<file path="src/rtl/param_fifo_if.sv">
// Handshake bundle for param_fifo: producer/consumer side is the master, the FIFO is the slave.
interface param_fifo_if #(
    parameter int DWIDTH = 32,
    parameter int DEPTH  = 16
);
    localparam int LW = $clog2(DEPTH) + 1;

    logic              push;
    logic [DWIDTH-1:0] push_data;
    logic              full;
    logic              almost_full;
    logic              pop;
    logic [DWIDTH-1:0] pop_data;
    logic              pop_valid;
    logic              not_empty;
    logic              almost_empty;
    logic [LW-1:0]     level;
    logic              overflow;
    logic              underflow;

    modport master (
        output push, push_data, pop,
        input  full, almost_full, pop_data, pop_valid, not_empty,
               almost_empty, level, overflow, underflow
    );

    modport slave (
        input  push, push_data, pop,
        output full, almost_full, pop_data, pop_valid, not_empty,
               almost_empty, level, overflow, underflow
    );
endinterface

</file>
<file path="src/rtl/param_fifo.sv">
// Single-clock parameterised FIFO with registered level, optional first-word-fall-through
// read port, programmable almost flags and sticky overflow/underflow indicators.
module param_fifo #(
    parameter int DWIDTH     = 32,
    parameter int DEPTH      = 16,
    parameter int FWFT       = 0,
    parameter int AFULL_LVL  = DEPTH - 2,
    parameter int AEMPTY_LVL = 2
) (
    input  logic         aclk,
    input  logic         areset,
    param_fifo_if.slave  bus
);
    localparam int AW = $clog2(DEPTH);
    localparam int LW = AW + 1;
    localparam logic [LW-1:0] LVL_FULL = LW'(DEPTH);
    localparam logic [LW-1:0] LVL_ONE  = LW'(1);
    localparam logic [AW-1:0] PTR_ONE  = AW'(1);

    logic [DWIDTH-1:0] mem [DEPTH];
    logic [AW-1:0]     wr_ptr;
    logic [AW-1:0]     rd_ptr;
    logic [LW-1:0]     level_r;
    logic              overflow_r;
    logic              underflow_r;
    logic              full_w;
    logic              not_empty_w;
    logic              push_acc;
    logic              pop_acc;

    // Flags decode from the registered level, so they trail the causing edge by one cycle.
    assign full_w      = (level_r == LVL_FULL);
    assign not_empty_w = (level_r != '0);
    assign push_acc    = bus.push && !full_w;
    assign pop_acc     = bus.pop && not_empty_w;

    assign bus.full         = full_w;
    assign bus.not_empty    = not_empty_w;
    assign bus.almost_full  = (int'(level_r) >= AFULL_LVL);
    assign bus.almost_empty = (int'(level_r) <= AEMPTY_LVL);
    assign bus.level        = level_r;
    assign bus.overflow     = overflow_r;
    assign bus.underflow    = underflow_r;

    // Storage is deliberately not reset; stale entries are unreachable once level is cleared.
    always_ff @(posedge aclk) begin
        if (push_acc) begin
            mem[wr_ptr] <= bus.push_data;
        end
    end

    always_ff @(posedge aclk) begin
        if (areset) begin
            wr_ptr      <= '0;
            rd_ptr      <= '0;
            level_r     <= '0;
            overflow_r  <= 1'b0;
            underflow_r <= 1'b0;
        end else begin
            if (push_acc) begin
                wr_ptr <= wr_ptr + PTR_ONE;
            end
            if (pop_acc) begin
                rd_ptr <= rd_ptr + PTR_ONE;
            end
            case ({push_acc, pop_acc})
                2'b10:   level_r <= level_r + LVL_ONE;
                2'b01:   level_r <= level_r - LVL_ONE;
                default: level_r <= level_r;
            endcase
            if (bus.push && full_w) begin
                overflow_r <= 1'b1;
            end
            if (bus.pop && !not_empty_w) begin
                underflow_r <= 1'b1;
            end
        end
    end

    generate
        if (FWFT != 0) begin : g_fwft
            // Head word is shown directly; zero while empty so no pre-reset data leaks out.
            assign bus.pop_data  = not_empty_w ? mem[rd_ptr] : '0;
            assign bus.pop_valid = not_empty_w;
        end else begin : g_std
            logic [DWIDTH-1:0] pop_data_p1;
            logic              vld_p1;

            always_ff @(posedge aclk) begin
                if (areset) begin
                    pop_data_p1 <= '0;
                    vld_p1      <= 1'b0;
                end else begin
                    vld_p1 <= pop_acc;
                    if (pop_acc) begin
                        pop_data_p1 <= mem[rd_ptr];
                    end
                end
            end

            assign bus.pop_data  = pop_data_p1;
            assign bus.pop_valid = vld_p1;
        end
    endgenerate
endmodule

</file>
<file path="src/flat_wrapper.sv">
// flat-port wrapper written by rule: the top's interface ports become plain ports
module param_fifo_flat 
#(
    parameter int DWIDTH     = 32,
    parameter int DEPTH      = 16,
    parameter int FWFT       = 0,
    parameter int AFULL_LVL  = DEPTH - 2,
    parameter int AEMPTY_LVL = 2
)
  (aclk, areset, bus_push, bus_push_data, bus_pop, bus_full, bus_almost_full, bus_pop_data, bus_pop_valid, bus_not_empty, bus_almost_empty, bus_level, bus_overflow, bus_underflow);
  param_fifo_if #(.DWIDTH(DWIDTH), .DEPTH(DEPTH)) bus_i ();
  input  logic aclk;
  input  logic areset;
  input wire logic [$bits(bus_i.push)-1:0] bus_push;
  input wire logic [$bits(bus_i.push_data)-1:0] bus_push_data;
  input wire logic [$bits(bus_i.pop)-1:0] bus_pop;
  output wire logic [$bits(bus_i.full)-1:0] bus_full;
  output wire logic [$bits(bus_i.almost_full)-1:0] bus_almost_full;
  output wire logic [$bits(bus_i.pop_data)-1:0] bus_pop_data;
  output wire logic [$bits(bus_i.pop_valid)-1:0] bus_pop_valid;
  output wire logic [$bits(bus_i.not_empty)-1:0] bus_not_empty;
  output wire logic [$bits(bus_i.almost_empty)-1:0] bus_almost_empty;
  output wire logic [$bits(bus_i.level)-1:0] bus_level;
  output wire logic [$bits(bus_i.overflow)-1:0] bus_overflow;
  output wire logic [$bits(bus_i.underflow)-1:0] bus_underflow;
  assign bus_i.push = bus_push;
  assign bus_i.push_data = bus_push_data;
  assign bus_i.pop = bus_pop;
  assign bus_full = bus_i.full;
  assign bus_almost_full = bus_i.almost_full;
  assign bus_pop_data = bus_i.pop_data;
  assign bus_pop_valid = bus_i.pop_valid;
  assign bus_not_empty = bus_i.not_empty;
  assign bus_almost_empty = bus_i.almost_empty;
  assign bus_level = bus_i.level;
  assign bus_overflow = bus_i.overflow;
  assign bus_underflow = bus_i.underflow;
  param_fifo #(.DWIDTH(DWIDTH), .DEPTH(DEPTH), .FWFT(FWFT), .AFULL_LVL(AFULL_LVL), .AEMPTY_LVL(AEMPTY_LVL)) u_core (.aclk(aclk), .areset(areset), .bus(bus_i));
endmodule
</file>
<file path="config.mk">
export PLATFORM = sky130hd
export DESIGN_NAME = param_fifo_flat
export DESIGN_NICKNAME = d
export VERILOG_FILES = /design/src/rtl/param_fifo_if.sv /design/src/rtl/param_fifo.sv /design/src/flat_wrapper.sv
export SDC_FILE = /design/constraint.sdc
export NUM_CORES = 1
export LEC_CHECK = 0
export CORE_MARGIN = 2
export CORE_UTILIZATION = 55
export CTS_CLUSTER_DIAMETER = 30
export DETAILED_ROUTE_END_ITERATION = 7
export MAX_ROUTING_LAYER = met4
export PLACE_DENSITY = 0.79
export SLEW_MARGIN = 15
export SYNTH_ARGS = -nofsm -noshare
export SYNTH_HDL_FRONTEND = slang
export SYNTH_SLANG_ARGS = --single-unit
</file>
<file path="constraint.sdc">
create_clock -name aclk -period 4.6 [get_ports aclk]
set_clock_uncertainty 0.15 [all_clocks]
set_input_delay 1.38 -clock aclk [delete_from_list [all_inputs] [get_ports aclk]]
set_output_delay 1.38 -clock aclk [all_outputs]
set_load 0.02 [all_outputs]
</file>
Word level (Yosys, flattened, before mapping)
Memories as Yosys holds them, arrays and structs flattened. A register that Yosys moved wholly into a read port is not among the register bits.
Index checks and enable logic that the tools add are counted.
{"block": "totals", "register_bits": 16, "latch_bits": 0, "ramBits": 512, "rom_bits": 0, "in_bits": 36, "output_inout_bits": 44, "elab_cells": 27, "mem_count": 1}
{"memory": "u_core.mem", "words": 16, "width": 32, "rd": 1, "rd_ports_with_merged_regs": 1, "write_ports": 1, "line": "param_fifo.sv:20", "source": "logic [DWIDTH-1:0] mem [DEPTH];"}
{"block": "classes", "addsub": 4, "n_mul": 0, "div_mod_pow": 0, "order_cmp": 2, "n_eq_ne": 3, "shifts": 0, "mux": 3, "bitwise": 0, "reduce_logical": 8}
{"operator": "5-bit case mux with 2 select lines", "count": 1}
{"operator": "4-bit by 1-bit adder with 4-bit output, second input constant", "count": 2}
{"operator": "5-bit by 1-bit adder with 5-bit output, second input constant", "count": 1}
{"operator": "5-bit == test, second input constant", "count": 1}
{"operator": "5-bit by 4-bit greater-or-equal comparator with 1-bit output, second input constant", "count": 1}
{"operator": "5-bit by 2-bit <= comparator with 1-bit output, second input constant", "count": 1}
{"operator": "5-bit nonzero test", "count": 1}
{"operator": "5-bit by 1-bit subtractor with 5-bit output, second input constant", "count": 1}
{"operator": "1-bit logical AND", "count": 4}
{"operator": "2-bit by 1-bit == test with 1-bit output, second input constant", "count": 1}
{"operator": "2-bit == test, second input constant", "count": 1}
{"operator": "1-bit zero test", "count": 2}
{"operator": "1-bit 2-to-1 mux", "count": 2}
{"operator": "2-bit nonzero test", "count": 1}

Depth between registers and ports, before layout
{"block": "logic_depth", "depth_word": 5, "ltp_mapped": 12, "ltp_nobuf": 10}

Least setup slack after synthesis
No wires, ideal clock.
{"block": "synth_path", "kind": "input to register", "start": "in bus_push", "end": "mem u_core.mem[0][0], enable pin", "setup_time_ns": 0.461, "t_arrival_ns": 4.139, "t_required_ns": 3.989, "setup_slack_ns": -0.149, "path_stages": 3, "n_path_buf": 0, "cell_sequence": "a21boi_1 nand2_1 nor3_1"}
{"block": "synth_between", "elab_chain_len": 3}
{"item": "start, declared", "line": "flat_wrapper.sv:14", "source": "input wire logic [$bits(bus_i.push)-1:0] bus_push;"}
{"item": "1-bit logical AND", "line": "param_fifo.sv:34", "source": "assign push_acc = bus.push && !full_w;"}
{"item": "1-bit 2-to-1 mux", "line": "param_fifo.sv:47", "source": "if (push_acc) begin"}
{"item": "1-bit 2-to-1 mux (not written as such)", "line": "param_fifo.sv:48", "source": "mem[wr_ptr] <= bus.push_data;"}
{"item": "end, declared", "line": "param_fifo.sv:20"}
Every way passes these cells.

Worst setup path after layout
{"block": "layout_path", "start": "reg u_core.level_r[1], in the netlist u_core.bus.level[1]", "end": "out bus_full"}
{"block": "layout_between", "elab_chain_len": 1}
{"item": "start, declared", "line": "param_fifo.sv:23", "source": "logic [LW-1:0] level_r;"}
{"item": "start signal, assigned", "line": "param_fifo.sv:67", "source": "2'b10: level_r <= level_r + LVL_ONE;"}
{"item": "start signal, assigned", "line": "param_fifo.sv:68", "source": "2'b01: level_r <= level_r - LVL_ONE;"}
{"item": "start signal, assigned", "line": "param_fifo.sv:69", "source": "default: level_r <= level_r;"}
{"item": "5-bit == test", "line": "param_fifo.sv:32", "source": "assign full_w = (level_r == LVL_FULL);"}
{"item": "end, declared", "line": "flat_wrapper.sv:17", "source": "output wire logic [$bits(bus_i.full)-1:0] bus_full;"}
Every way passes these cells.

==> run_results.csv <==
group,metric,value,unit
global_route,grt_pass1_vias,11100,
power,switching_share,0.255,
clock_network,clockRootBuffer,"clkbuf_16",
run_status,status,"completed",
hold_path,hp-class,"reg -> reg",
timing,finalCriticalPeriod,4110,ps
yosys,ys_seq_area_frac,0.764,
clock_network,cts_resized,0,
power,p_switching,3.95,mW
worst_setup_path,criticalPathCategory,"reg -> out",
placed_design,placed_cell_area,23000,µm²
route,final_antenna_net_count,0,
route,wl,46400,µm
timing,fin_crit_sh,0.894,
yosys,synthAdderAreaFrac,0.00527,
layout,nFillCells,2348,
worst_setup_path,crit_arrival,2580,ps
route,wl_per_cell,26.8,µm
clock_network,postCtsSetupRepairBufs,0,
yosys,synth.mux.area_fraction,0.168,
timing,worst_hold_slack,329,ps
power,p_seq_frac,0.390,
timing,finalSetupViolCount,0,
route,vias_per_cell,6.08,
yosys,syn_area,21400,µm²
route,vias,10500,
timing,finalSetupTns,0,ps
route,drt_iter0_drc,1110,
worst_setup_path,cp-end-kind,"output port",
hold_path,min_from,"u_core.bus.underflow$_SDFFE_PP0P_",
placed_design,portBuffers,79,
placed_design,place_hpwl,23800,µm
timing,hold_viol,0,
power,peakVddDrop,418,µV
job,maxCapViolations,0,
yosys,synth_cells,984,
global_route,grt_start_max_net_pins,78,
global_route,gr-usage-all-layers,0.243,
timing,relSlewSlack,0.228,
worst_setup_path,cp_max_fo,12,
timing,rsz0062_at_grt,"false",
clock_network,cts_inserted_buffers,93,
route,drc_errors,0,
yosys,synthesis.nets,1029,
layout,syn_to_final_growth,22.6,%
worst_setup_path,required,3070,ps
timing,worst_pin_slew,1160,ps
floorplan,die_w,201,µm
floorplan,dieArea,40500,µm²
global_route,overflow,0,
worst_setup_path,critPathLaunchType,"flop",
floorplan,io_pins,80,
placed_design,routabilityCongestion,0.765,
clock_network,cts_buffer_depth,3,
route,firstDrtPassIters,5,
clock_network,cts_htree_levels,3,
power,p_per_area,591,nW/µm²
yosys,synth_top_family_by_area,"multiplexers",
layout,final_net_count,1177,
power,p_leak,8.38,nW
clock_network,clk_latency,610,ps
power,clkPwrFrac,0.456,
worst_setup_path,critPathLaunch,"u_core.bus.level[1]$_SDFFE_PP0P_",
timing,drv_slew,0,
yosys,synthXorXnorAreaFrac,0.00369,
clock_network,path_clk_slew,40,ps
power,power_frac_comb,0.154,
power,p_int,11.5,mW
yosys,synth-seq-cells,560,
clock_network,cts.sink_count,560,
clock_network,cts_tree,"done",
global_route,grt_antenna_before_repair,2,
global_route,grt_pass1_wl,70200,µm
yosys,yosysWarnings,0,
floorplan,row_count,72,
floorplan,die_y,201,µm
floorplan,initial_core_util,0.555,
floorplan,core,38600,µm²
worst_setup_path,reg2reg_from,"u_core.bus.level[1]$_SDFFE_PP0P_",
yosys,synthSimpleGateAreaFrac,0.0190,
yosys,syn_avg_cell_area,21.7,µm²
yosys,synth_compound_area_frac,0.0246,
yosys,synth.distinct_cells,42,
clock_network,ctsHoldBuffers,0,
layout,design_area,26200,µm²
layout,final_layout_size_suffix_gt1_frac,0.305,
timing,clock.fmax,0.243,GHz
## layout by cell type, fill, tap and decap left out, types with 3 or more instances in the layout
master | Yosys | layout
a211o_1 | 3 | 3
a21oi_1 | 6 | 6
a221o_1 | 33 | 33
buf_12 | 0 | 8
buf_4 | 4 | 21
bufinv_16 | 0 | 13
clkbuf_1 | 24 | 9
clkbuf_16 | 0 | 94
clkbuf_8 | 0 | 4
clkdlybuf4s50_1 | 0 | 79
clkinv_1 | 0 | 9
clkinv_2 | 0 | 14
clkinv_4 | 0 | 5
clkinvlp_4 | 0 | 7
dfxtp_1 | 48 | 45
dfxtp_4 | 0 | 3
edfxtp_1 | 512 | 512
ha_1 | 9 | 9
inv_1 | 6 | 6
inv_6 | 0 | 12
mux2_2 | 32 | 32
mux2i_1 | 34 | 34
mux4_2 | 128 | 128
nand2_1 | 12 | 12
nand2b_1 | 4 | 4
nor2_1 | 59 | 47
nor2_4 | 1 | 13
nor3_4 | 0 | 3
o211ai_1 | 4 | 4
or3_1 | 3 | 3
xnor2_1 | 3 | 3
xor2_1 | 6 | 6
## path summary, 6_finish.rpt
check | endpoint | slack, ps | cells after the start
setup reg to reg | u_core.bus.level[4]$_SDFFE_PP0P_ | 1390 | 8
hold reg to reg | u_core.bus.underflow$_SDFFE_PP0P_ | 330 | 2
setup / recovery | bus_full | 490 | 3
hold / removal | u_core.bus.underflow$_SDFFE_PP0P_ | 330 | 2
## per-stage QoR
step / power [mW] / worst slack (ps) / util / std cells
after floorplan: 7.69 / 213 / - / 984
after global placement: 8.43 / 669 / 0.596 / 1555
after detailed placement: 8.48 / 578 / 0.596 / 1555
after CTS: 15.6 / 471 / 0.680 / 1728
after global routing: 16.0 / 412 / 0.680 / 1730
final: 15.5 / 490 / 0.680 / 1730
## registers in the layout (all words and copies together), names as in the netlist
signal	count
u_core.wr_ptr	4
u_core.bus.underflow	1
u_core.bus.pop_data	32
u_core.bus.level	5
u_core.bus.pop_valid	1
u_core.bus.overflow	1
u_core.rd_ptr	4
u_core.mem	512
## per-layer routing
metal,up-vias,GRT usage,routed length (µm)
li1,4439,-,-
met1,5529,0.318,18300
met2,465,0.384,23600
met3,84,0.0494,3430
met4,0,0.0874,1010
met5,-,-,0
## area by class of cell
| cell class | count | area (µm²) | area share |
|---|---|---|---|
| sequential | 560 | 16300 | 0.623 |
| multi-input combinational | 362 | 4840 | 0.185 |
| clock buffer | 107 | 2440 | 0.0931 |
| timing repair buffer | 108 | 1110 | 0.0423 |
| clock inverter | 66 | 801 | 0.0305 |
| tap | 518 | 648 | 0.0247 |
| inverter | 7 | 26.3 | 0.00100 |
| antenna | 2 | 5.00 | 0.000191 |
## cells by family after synthesis
logic type / Yosys count
XOR/XNOR: 9
buffers and inverters: 62
AND/OR/NAND/NOR: 92
AO/OA/AOI/OAI: 58
adder cells (fa/ha/maj): 9
multiplexers: 194
flip-flops: 560
## power groups by stage
stage / clock network (mW) / registers [mW] / logic, mW
after global placement: 0 / 6.12 / 2.31
after detailed placement: 0 / 6.13 / 2.35
after global routing: 7.38 / 6.07 / 2.54
after CTS: 7.16 / 6.04 / 2.41
final: 7.07 / 6.04 / 2.38
after floorplan: 0 / 6.19 / 1.50
## cell usage after synthesis (all sizes together)
cell | instances | area share
edfxtp | 512 | 0.72
mux4 | 128 | 0.13
nor2 | 60 | 0.011
dfxtp | 48 | 0.045
mux2i | 34 | 0.016
a221o | 33 | 0.015
mux2 | 32 | 0.017
buf | 31 | 0.011
clkbuf | 24 | 0.0042
nand2 | 12 | 0.0021
ha | 9 | 0.0053
inv | 7 | 0.0012
a21oi | 6 | 0.0014
xor2 | 6 | 0.0025
nor3 | 5 | 0.0012
o211ai | 5 | 0.0024
nand2b | 4 | 0.0012
a211o | 3 | 0.0012
or3 | 3 | 0.00088
xnor2 | 3 | 0.0012
a31oi | 2 | 0.00058
and3 | 2 | 0.00058
nand3 | 2 | 0.00047
o21ai | 2 | 0.00099
a2111oi | 1 | 0.00041
a21boi | 1 | 0.00035
a21o | 1 | 0.00035
a22oi | 1 | 0.00035
nor3b | 1 | 0.00058
nor4 | 1 | 0.00029
o221ai | 1 | 0.00041
o22ai | 1 | 0.00029
o32ai | 1 | 0.00041
or4 | 1 | 0.00035
or4b | 1 | 0.00047
## critical path: stages (launching register included)
cell and delay (ps):
dfxtp_1 420, or4_1 740, nor2_1 200, clkdlybuf4s50_1 620
Note: power is estimated with default switching activity, not from simulation.
